--- config.mk ---
export PLATFORM = sky130hd
export DESIGN_NAME = serial_adder
export DESIGN_NICKNAME = d
export VERILOG_FILES = /design/src/rtl/serial_adder_pkg.sv /design/src/rtl/serial_adder_digit_adder.sv /design/src/rtl/serial_adder.sv
export SDC_FILE = /design/constraint.sdc
export NUM_CORES = 1
export LEC_CHECK = 0
export ABC_AREA = 1
export BUFFER_PORTS_ARGS = -buffer_cell sky130_fd_sc_hd__buf_2
export CORE_MARGIN = 2
export CORE_UTILIZATION = 53
export CTS_CLUSTER_DIAMETER = 40
export DETAILED_ROUTE_END_ITERATION = 10
export GPL_TIMING_DRIVEN = 0
export PLACE_DENSITY = 0.79
export SLEW_MARGIN = 20
export SYNTH_ARGS = -nofsm -noshare
export SYNTH_HDL_FRONTEND = slang
export SYNTH_HIERARCHICAL = 1
export SYNTH_SLANG_ARGS = --single-unit
--- constraint.sdc ---
create_clock -name clk -period 1.5 [get_ports clk]
set_input_delay 0 -clock clk [delete_from_list [all_inputs] [get_ports clk]]
set_output_delay 0 -clock clk [all_outputs]
set_load 0.01 [all_outputs]
--- src/rtl/serial_adder_pkg.sv ---
// serial_adder_pkg
//   Shared types and elaboration-time helpers for the serial adder/subtractor.
//   - state_t        : control FSM encoding (IDLE, RUN, DONE)
//   - calc_steps     : number of digit steps per operation (WIDTH/DIGIT)
//   - calc_cnt_width : step counter width, clog2(steps) with a minimum of 1
package serial_adder_pkg;

    typedef enum logic [1:0] {
        IDLE = 2'd0,
        RUN  = 2'd1,
        DONE = 2'd2
    } state_t;

    function automatic int calc_steps(input int width, input int digit);
        return width / digit;
    endfunction

    function automatic int calc_cnt_width(input int steps);
        return (steps <= 1) ? 1 : $clog2(steps);
    endfunction

endpackage

--- src/rtl/serial_adder_digit_adder.sv ---
// digit_adder
//   Combinational DIGIT-bit ripple-carry adder used once per clock by the
//   serial adder.
//   Ports:
//     x, y    : DIGIT-bit addend digits
//     ci      : carry into bit 0
//     s       : DIGIT-bit sum digit
//     co      : carry out of the top bit
//     msb_ci  : carry into the top bit (feeds signed-overflow detection)
module digit_adder #(
    parameter int DIGIT = 1
) (
    input  logic [DIGIT-1:0] x,
    input  logic [DIGIT-1:0] y,
    input  logic             ci,
    output logic [DIGIT-1:0] s,
    output logic             co,
    output logic             msb_ci
);

    logic [DIGIT:0] c;

    always_comb begin
        c    = '0;
        s    = '0;
        c[0] = ci;
        for (int unsigned i = 0; i < DIGIT; i++) begin
            s[i]   = x[i] ^ y[i] ^ c[i];
            c[i+1] = (x[i] & y[i]) | (c[i] & (x[i] ^ y[i]));
        end
    end

    assign co     = c[DIGIT];
    assign msb_ci = c[DIGIT-1];

endmodule

--- src/rtl/serial_adder.sv ---
// serial_adder
//   Multi-cycle adder/subtractor processing DIGIT bits per clock through a
//   registered carry. Operands arrive over a valid/ready handshake; the
//   result (sum, cout, ovf) leaves over a second valid/ready handshake.
//   Ports:
//     clk, rst            : clock, synchronous active-high reset
//     in_valid, in_ready  : operand handshake
//     a, b, cin, sub      : operands, carry/borrow-in, 0=add 1=subtract
//     out_valid, out_ready: result handshake
//     sum, cout, ovf      : result, raw MSB carry-out, signed overflow
//     busy                : high while in RUN or DONE
module serial_adder
    import serial_adder_pkg::*;
#(
    parameter int WIDTH = 8,
    parameter int DIGIT = 1
) (
    input  logic             clk,
    input  logic             rst,
    input  logic             in_valid,
    output logic             in_ready,
    input  logic [WIDTH-1:0] a,
    input  logic [WIDTH-1:0] b,
    input  logic             cin,
    input  logic             sub,
    output logic             out_valid,
    input  logic             out_ready,
    output logic [WIDTH-1:0] sum,
    output logic             cout,
    output logic             ovf,
    output logic             busy
);

    localparam int STEPS = calc_steps(WIDTH, DIGIT);
    localparam int CW    = calc_cnt_width(STEPS);

    if (WIDTH < 2 || DIGIT < 1 || (WIDTH % DIGIT) != 0) begin : g_param_check
        $error("serial_adder: WIDTH must be >= 2 and divisible by DIGIT");
    end

    state_t           state, state_next;
    logic [WIDTH-1:0] a_q, b_q, sum_q;
    logic             carry_q, cout_q, ovf_q;
    logic [CW-1:0]    cnt_q;

    logic [DIGIT-1:0] dig_s;
    logic             dig_co, dig_msb_ci;
    logic             accept, last_step;

    assign accept    = (state == IDLE) && in_valid;
    assign last_step = (state == RUN) && (cnt_q == CW'(STEPS - 1));

    digit_adder #(.DIGIT(DIGIT)) u_digit (
        .x      (a_q[DIGIT-1:0]),
        .y      (b_q[DIGIT-1:0]),
        .ci     (carry_q),
        .s      (dig_s),
        .co     (dig_co),
        .msb_ci (dig_msb_ci)
    );

    // State register
    always_ff @(posedge clk) begin
        if (rst) state <= IDLE;
        else     state <= state_next;
    end

    // Next-state logic
    always_comb begin
        state_next = state;
        unique case (state)
            IDLE:    if (in_valid)  state_next = RUN;
            RUN:     if (last_step) state_next = DONE;
            DONE:    if (out_ready) state_next = IDLE;
            default: state_next = IDLE;
        endcase
    end

    // Output decode
    always_comb begin
        in_ready  = (state == IDLE);
        out_valid = (state == DONE);
        busy      = (state != IDLE);
    end

    // Datapath. Subtraction is folded into the operand latch: B is inverted
    // and the borrow-in becomes carry = ~cin, giving A + ~B + ~cin.
    // Sum digits enter from the MSB side so after STEPS shifts the first
    // digit computed sits in the least-significant position.
    always_ff @(posedge clk) begin
        if (rst) begin
            a_q     <= '0;
            b_q     <= '0;
            sum_q   <= '0;
            carry_q <= 1'b0;
            cout_q  <= 1'b0;
            ovf_q   <= 1'b0;
            cnt_q   <= '0;
        end else if (accept) begin
            a_q     <= a;
            b_q     <= sub ? ~b : b;
            carry_q <= cin ^ sub;
            cnt_q   <= '0;
        end else if (state == RUN) begin
            a_q     <= a_q >> DIGIT;
            b_q     <= b_q >> DIGIT;
            sum_q   <= WIDTH'({dig_s, sum_q} >> DIGIT);
            carry_q <= dig_co;
            cnt_q   <= cnt_q + 1'b1;
            if (last_step) begin
                cout_q <= dig_co;
                ovf_q  <= dig_msb_ci ^ dig_co;
            end
        end
    end

    assign sum  = sum_q;
    assign cout = cout_q;
    assign ovf  = ovf_q;

endmodule
; ---- Yosys cells after proc, flatten, opt, wreduce, memory -nomap -nowiden
; Index checks and enable logic that the tools add are counted.
; W data, S select, Z words.
[totals]
ff_bits = 32
elab_cells = 44
out_inout_bits = 13
inputBits = 22
[classes]
n_eq_ne = 6
add_sub_neg = 1
bitwise = 9
n_mux = 11
reduce_logical = 9
[op_table]
columns = op, n
row1 = $mux W8, 5
row2 = $not A8 Y8, 1
row3 = $mux W2, 3
row4 = $pmux W2 S3, 1
row5 = $reduce_and A3 Y1, 2
row6 = $ne A2 B2 Y1 const B, 2
row7 = $reduce_bool A2 Y1, 2
row8 = $xor A1 B1 Y1, 4
row9 = $add A3 B1 Y3 const B, 1
row10 = $eq A3 B3 Y1 const B, 1
row11 = $and A1 B1 Y1, 2
row12 = $eq A2 B1 Y1 const B, 1
row13 = $eq A2 B2 Y1 const B, 1
row14 = $logic_and A1 B1 Y1, 2
row15 = $logic_not A2 Y1, 1
row16 = $mux W1, 2
row17 = $ne A2 B1 Y1 const B, 1
row18 = $reduce_and A2 Y1, 1
row19 = $reduce_or A2 Y1, 1
row20 = $not A1 Y1, 1
row21 = $or A1 B1 Y1, 1

; ---- Logic depth before layout (Yosys ltp)
; Gate-level depths: netlist of the first run.
[logic_depth]
depth_word = 5
mapped_depth = 8
mapped_depth_nobuf = 7

; ---- Hierarchy
; The synthesis of the first run kept the hierarchy.
[modules_own_cells]
columns = module, n_inst, area_per_inst_um2, seq_area_each_um2, cells_each
row1 = serial_adder, 1, 1561.5, 640.6, 232
row2 = digit_adder, 1, 27.5, 0.0, 2

; ---- Least setup slack after synthesis of the first run
; No wires, ideal clock.
[synth_path]
path_type = register to register
from = register b_q[0]
to = register carry_q
synth_period_minus_slack_ns = 1.139
t_arrival_ns = 1.006
setup_ns = 0.132
path_buffers = 0
t_required_ns = 1.368
slack_ns = 0.361
stages_incl_launch_ff = 6
cell_sequence = dfxtp_1 -> fa_1 -> nand3_1 -> nand2_1 -> nand2_1 -> a21oi_1
[synth_via]
elab_chain_cells = 5
word_cells_on_any_way = 6
classes_between = mux (2) / bitwise (4)
[synth_rtl]
columns = element, line_no
row1 = "start, declared", serial_adder.sv:42  ; logic [WIDTH-1:0] a_q, b_q, sum_q;
row2 = "start signal, assigned", serial_adder.sv:101  ; b_q <= sub ? ~b : b;
row3 = "start signal, assigned", serial_adder.sv:106  ; b_q <= b_q >> DIGIT;
row4 = $xor A1 B1 Y1, serial_adder_digit_adder.sv:29  ; c[i+1] = (x[i] & y[i]) | (c[i] & (x[i] ^ y[i]));
row5 = $and A1 B1 Y1, serial_adder_digit_adder.sv:29
row6 = $or A1 B1 Y1 *, serial_adder_digit_adder.sv:29
row7 = net dig_co, serial_adder.sv:47  ; logic dig_co, dig_msb_ci;
row8 = $mux W1 *, serial_adder.sv:104  ; end else if (state == RUN) begin
row9 = $mux W1 *, serial_adder.sv:99  ; end else if (accept) begin
row10 = "end signal, assigned", serial_adder.sv:102  ; carry_q <= cin ^ sub;
row11 = "end signal, assigned", serial_adder.sv:108  ; carry_q <= dig_co;
row12 = "end, declared", serial_adder.sv:43  ; logic carry_q, cout_q, ovf_q;
; The timed path passes the listed nets; every way through them passes the cells marked *. The select of a mux whose other input is x is not followed.
; A chain may end at the register's enable or synchronous reset.

; ---- Worst setup path after layout of the first run
[layout_path]
from = register state[0]
to = register a_q[3]
[layout_via]
elab_chain_cells = 3
word_cells_on_any_way = 5
classes_between = eq/ne (1) / mux (1) / reduce/logical (3)
[layout_rtl]
columns = element, line_no
row1 = "start, declared", serial_adder.sv:41  ; state_t state, state_next;
row2 = "start signal, assigned", serial_adder.sv:65  ; else state <= state_next;
row3 = $logic_not A2 Y1, serial_adder.sv:50  ; assign accept = (state == IDLE) && in_valid;
row4 = $logic_and A1 B1 Y1, serial_adder.sv:50
row5 = $mux W8 or $reduce_bool A2 Y1 (tied branches), n/a
row6 = "end signal, assigned", serial_adder.sv:105  ; a_q <= a_q >> DIGIT;
row7 = "end, declared", serial_adder.sv:42
; Parallel ways exist; a longest one is shown, timed or not.

==> results_dict.tcl, run 1 <==
set metrics [dict create \
    crit_required_ns 1.77 \
    start_util_pct 56.6 \
    pin_count 35 \
    tritoncts "done" \
    drc_errors 3 \
    grt_usage_pct 20.9 \
    ctsResizeCount 0 \
    finalClockSkew_ns 0.0125 \
    arrival_ns 1.53 \
    worst_pin_slew_ns 0.444 \
    rows 19 \
    maxCapViolCount 0 \
    dp_hpwl_um 2260 \
    die_h_um 58.8 \
    mostFrequentLayoutCell "nand2_1" \
    syn_to_final_growth_pct 20.8 \
    port_buffers 31 \
    vdd_ir_drop_max_uv 581 \
    dieArea_sq_mm 0.00345 \
    endpoint_kind "flop" \
    clkSinkCount 32 \
    cts_root_buf "clkbuf_4" \
    design_area_sq_mm 0.00192 \
    netlist_area_sq_mm 0.00159 \
    post_dp_cell_area_sq_mm 0.00178 \
    dr.pass1.iters 7 \
    outcome "finished with violations" \
    grt.overflow.total 0 \
    ys_types 22 \
    max_freq_ghz 0.791 \
    cp_max_fo 10 \
    power_density_mw_per_mm2 1010 \
    drt_wl_total_um 3180 \
    num_antenna_cells 0 \
    die_w_um 58.8 \
    critical_path_class "flop to flop" \
    clk_latency_ns 0.34 \
    grt_setup_unrepaired "false" \
    gp_congestion 0.758 \
    mostFrequentLayoutCells "nand2_1 (97), buf_2 (36), dfxtp_1 (32)" \
    period_share_pct 84.3 \
    hold_class "primary input to flop" \
    antenna_found_initial 0 \
    pre_cts_ws_ns 0.258 \
    grt_first_pass_wirelength_um 5540 \
    grt_pass1_vias 1367 \
    synth-seq-cells 32 \
    whs_ns 0.0140 \
    vias 1509 \
    clock_path_buffers 2 \
    antenna_left 0 \
    clk_pin_slew_ns 0.10 \
    setup_ws_ns 0.236 \
    slew_headroom_pct 70.4 \
    via_per_inst 4.87 \
    grt_max_degree 11 \
    fin_tns_setup_ns 0 \
    synth_nets 259 \
    avgSynthCellArea_sq_um 6.79 \
    finish.net_count 303 \
    setup_viol 0 \
    critPathLaunchType "flop" \
    yosys_warnings 6 \
    drt-initial-drc-count 62 \
    violations "DRC" \
    final_hold_viol_count 0 \
    fin_crit_ns 1.26 \
    wire_per_inst_um 10.3 \
    drive_above_1_share_pct 20.1 \
    h-tree-depth 2 \
    postSynthCellCount 234 \
    power.leakage_nw 0.983 \
    cts_inserted_buffers 5 \
    finalMaxSlewViolations 0 \
    synth-seq-area-share_pct 40.3 \
    coreArea_sq_mm 0.00281 \
]
[state kept, by name, indices dropped and copies added, names as in the netlist]
register  flops
a_q           8
b_q           8
carry_q       1
cnt_q         3
cout          1
ovf           1
state         2
sum           8
[final cells by class]
type / count / area, sq um
Fill cell: 245 / 886
Multi-Input combinational cell: 171 / 800
Sequential cell: 32 / 641
Timing Repair Buffer: 37 / 215
Buffer: 12 / 77.6
Inverter: 19 / 71.3
Clock buffer: 6 / 41.3
Tap cell: 31 / 38.8
Clock inverter: 2 / 35.0
[worst max-delay path, cell delays in order, from the launching register on]
cell	delay [ns]
dfxtp_1	0.34
buf_6	0.16
inv_2	0.05
nor2_2	0.10
buf_2	0.24
nand2_1	0.08
nand2_1	0.06
nand2_1	0.05
a21oi_1	0.10
[power by group]
group | switching, W | total (W) | internal (W) | leakage (nW)
combinational | 0.000200 | 0.000352 | 0.000152 | 0.677
sequential | 0.0000348 | 0.000945 | 0.000910 | 0.263
clock | 0.000295 | 0.000645 | 0.000349 | 0.0422
total | 0.000530 | 0.00194 | 0.00141 | 0.983
[path summary, 6_finish.rpt]
check	slack (ns)	to	cells past startpoint	startpoint
hold / removal	0.01	a_q[2]	4	a[2]
setup reg to reg	0.24	a_q[3]	8	state[0]
hold reg to reg	0.47	a_q[1]	2	a_q[1]
setup / recovery	0.24	a_q[3]	8	state[0]
[what timing repair did]
item                                    4_1_cts  5_1_grt
hold buffers                                  6        0
endpoints found under the setup margin        0        0
hold endpoints to repair                     10        0
buffers inserted                              0        0
[through the flow]
stage,power (W),utilization [%],instances
global placement,0.00130,63.6,296
finish,0.00194,68.4,310
CTS,0.00196,68.4,310
detailed placement,0.00130,63.6,296
global route,0.00205,68.4,310
floorplan,0.00121,-,234
[per-layer routing]
metal / vias up / GRT usage (%) / part of all wire, %
met5: - / 0 / 0
met4: 0 / 7.79 / 1.3
met3: 5 / 4.62 / 4.2
met2: 28 / 36.8 / 46
met1: 661 / 24.7 / 48
li1: 815 / - / -
[logic make-up after synthesis]
logic type / share of synthesized area [%]
AOI/OAI and AO/OA: 10.2
DFF: 40.3
buffers and inverters: 9.37
xor gates and xnor gates: 1.65
and+or+nand+nor: 35.6
adders and majority gates: 2.83
[cells in the mapped netlist]
cell type,instances,area (sq um)
nand3_1,9,45.0
xor2_1,2,17.5
buf_6,2,22.5
dfxtp_1,32,641
ha_1,2,25.0
inv_1,16,60.1
buf_2,5,25.0
o21ai_4,1,16.3
buf_4,3,22.5
nand2_1,97,364
nor2_4,2,22.5
clkbuf_1,2,7.51
nand2_4,1,11.3
xnor2_1,1,8.76
o21ai_1,9,45.0
nand3b_1,6,45.0
inv_2,3,11.3
fa_1,1,20.0
a31oi_1,1,6.26
nor2_1,19,71.3
nor2_2,1,6.26
a21oi_1,19,95.1
Note: power is estimated with default switching activity, not from simulation.
==> inputs of run 2 (changes only) <==
==> constraint.sdc (replaced) <==
create_clock -name clk -period 1.2 [get_ports clk]
set_input_delay 0 -clock clk [delete_from_list [all_inputs] [get_ports clk]]
set_output_delay 0 -clock clk [all_outputs]
set_load 0.01 [all_outputs]
==> results_dict.tcl, run 2 (synthesis gave the netlist of run 1 again) <==
set metrics [dict create \
    outcome "finished with violations" \
    violations "DRC" \
    period_share_pct 99.7 \
    fin_util_pct 77.0 \
    arrival_ns 1.20 \
    coreArea_sq_mm 0.00281 \
    port_buffers 31 \
    h-tree-depth 2 \
    dr.pass1.iters 8 \
    r2r.worst_path.cells 7 \
    power.leakage_nw 1.08 \
    whs_path_depth 4 \
    critPathLaunchType "flop" \
    hold_class "primary input to flop" \
    intPower_w 0.00185 \
    tritoncts "done" \
    fin_crit_ns 1.20 \
    clk_pin_slew_ns 0.10 \
    gp_congestion 0.758 \
    drt_wl_total_um 4150 \
    crit_required_ns 1.20 \
    wire_per_inst_um 12.7 \
    max_freq_ghz 0.836 \
    via_per_inst 5.10 \
    dp_hpwl_um 2260 \
    grt_usage_pct 21.6 \
    grt_first_pass_wirelength_um 5740 \
    critical_path_class "flop to output pin" \
    die_w_um 58.8 \
    cp_max_fo 9 \
    maxCapViolCount 0 \
    dieArea_sq_mm 0.00345 \
    switching_share_pct 28.8 \
    finalMaxSlewViolations 0 \
    num_antenna_cells 0 \
    finalClockSkew_ns 0.0151 \
    antenna_found_initial 0 \
    antenna_left 0 \
    worst_pin_slew_ns 0.523 \
    drive_above_1_share_pct 31.9 \
    total_power_w 0.00259 \
    mostFrequentLayoutCell "nand2_1" \
    drc_errors 3 \
    cts_root_buf "clkbuf_4" \
    clkSinkCount 32 \
    p_switching_w 0.000746 \
    grt_max_degree 11 \
    cts_inserted_buffers 5 \
    syn_to_final_growth_pct 36.0 \
    vdd_ir_drop_max_uv 677 \
    clock_path_buffers 2 \
    drt-initial-drc-count 87 \
    clkPwrFrac_pct 31.7 \
    pwr-share-comb_pct 22.5 \
    start_util_pct 56.6 \
    power_density_mw_per_mm2 1200 \
    grt.overflow.total 0 \
    rows 19 \
    pwr-share-seq_pct 45.8 \
    fillers 193 \
    pin_count 35 \
    slew_headroom_pct 65.1 \
    endpoint_kind "output pin" \
    grt_pass1_vias 1429 \
    setup_viol 0 \
    die_h_um 58.8 \
    clk_latency_ns 0.34 \
    final_hold_viol_count 0 \
    mostFrequentLayoutCells "nand2_1 (86), buf_2 (35), dfxtp_1 (29)" \
    grt_setup_unrepaired "true" \
    finish.net_count 319 \
    vias 1663 \
]
[run 2: cell types whose count changed in the layout (fill, tap and decap cells not counted), sizes merged]
cell,delta
buf,+14
clkbuf,+1
nor2,+1
[run 2: worst paths after layout]
| path | start | slack, ns | endpoint |
|---|---|---|---|
| setup / recovery | state[1] | 0.004 | busy |
| hold / removal | a[4] | 0.02 | a_q[4] |
| hold reg to reg | b_q[5] | 0.47 | b_q[5] |
| setup reg to reg | state[0] | 0.01 | carry_q |
[run 2: stage by stage]
step	instance area, sq um	setup TNS (ns)	instances	worst slack [ns]	hold slack, ns
after floorplan	1590	0	234	0.0612	0.143
after global placement	1780	-0.208	296	-0.0487	0.251
after detailed placement	1780	-0.226	296	-0.0424	0.262
after CTS	1990	0	316	0.00681	0.00340
after global routing	2160	-0.695	326	-0.0684	0.0284
final	2160	0	326	0.00416	0.0204
[run 2: cell type report]
cell class | count | area (sq um) | share of cell area (%)
Sequential cell | 32 | 644 | 29.8
Multi-Input combinational cell | 172 | 880 | 40.7
Clock buffer | 6 | 41.3 | 1.91
Buffer | 12 | 103 | 4.75
Timing Repair Buffer | 52 | 343 | 15.9
Tap cell | 31 | 38.8 | 1.80
Inverter | 19 | 76.3 | 3.53
Clock inverter | 2 | 35.0 | 1.62
[run 2: worst max-delay path: stages (launching register included)]
cell and delay, ns:
dfxtp_2 0.43, inv_4 0.10, nand2_2 0.16, buf_2 0.16
[run 2: per-layer routing]
metal,global-route usage (%),vias up,wire (um)
li1,-,848,-
met1,25.0,759,1700
met2,38.1,48,2120
met3,4.84,8,248
met4,8.77,0,78
met5,0,-,0
[run 2: power by group through the flow]
stage	clock network, W	registers [W]	logic (W)
floorplan	0	0.00121	0.000298
global placement	0	0.00120	0.000419
detailed placement	0	0.00121	0.000425
CTS	0.000826	0.00118	0.000476
global route	0.000883	0.00120	0.000641
finish	0.000822	0.00119	0.000582
[run 2: what timing repair did]
item                                    4_1_cts  5_1_grt
buffers inserted                              5        7
hold endpoints to repair                     10        0
resized for setup                             9       30
pin swaps                                     2        9
hold buffers                                  6        0
endpoints found under the setup margin       25       29
cloned                                        1        3
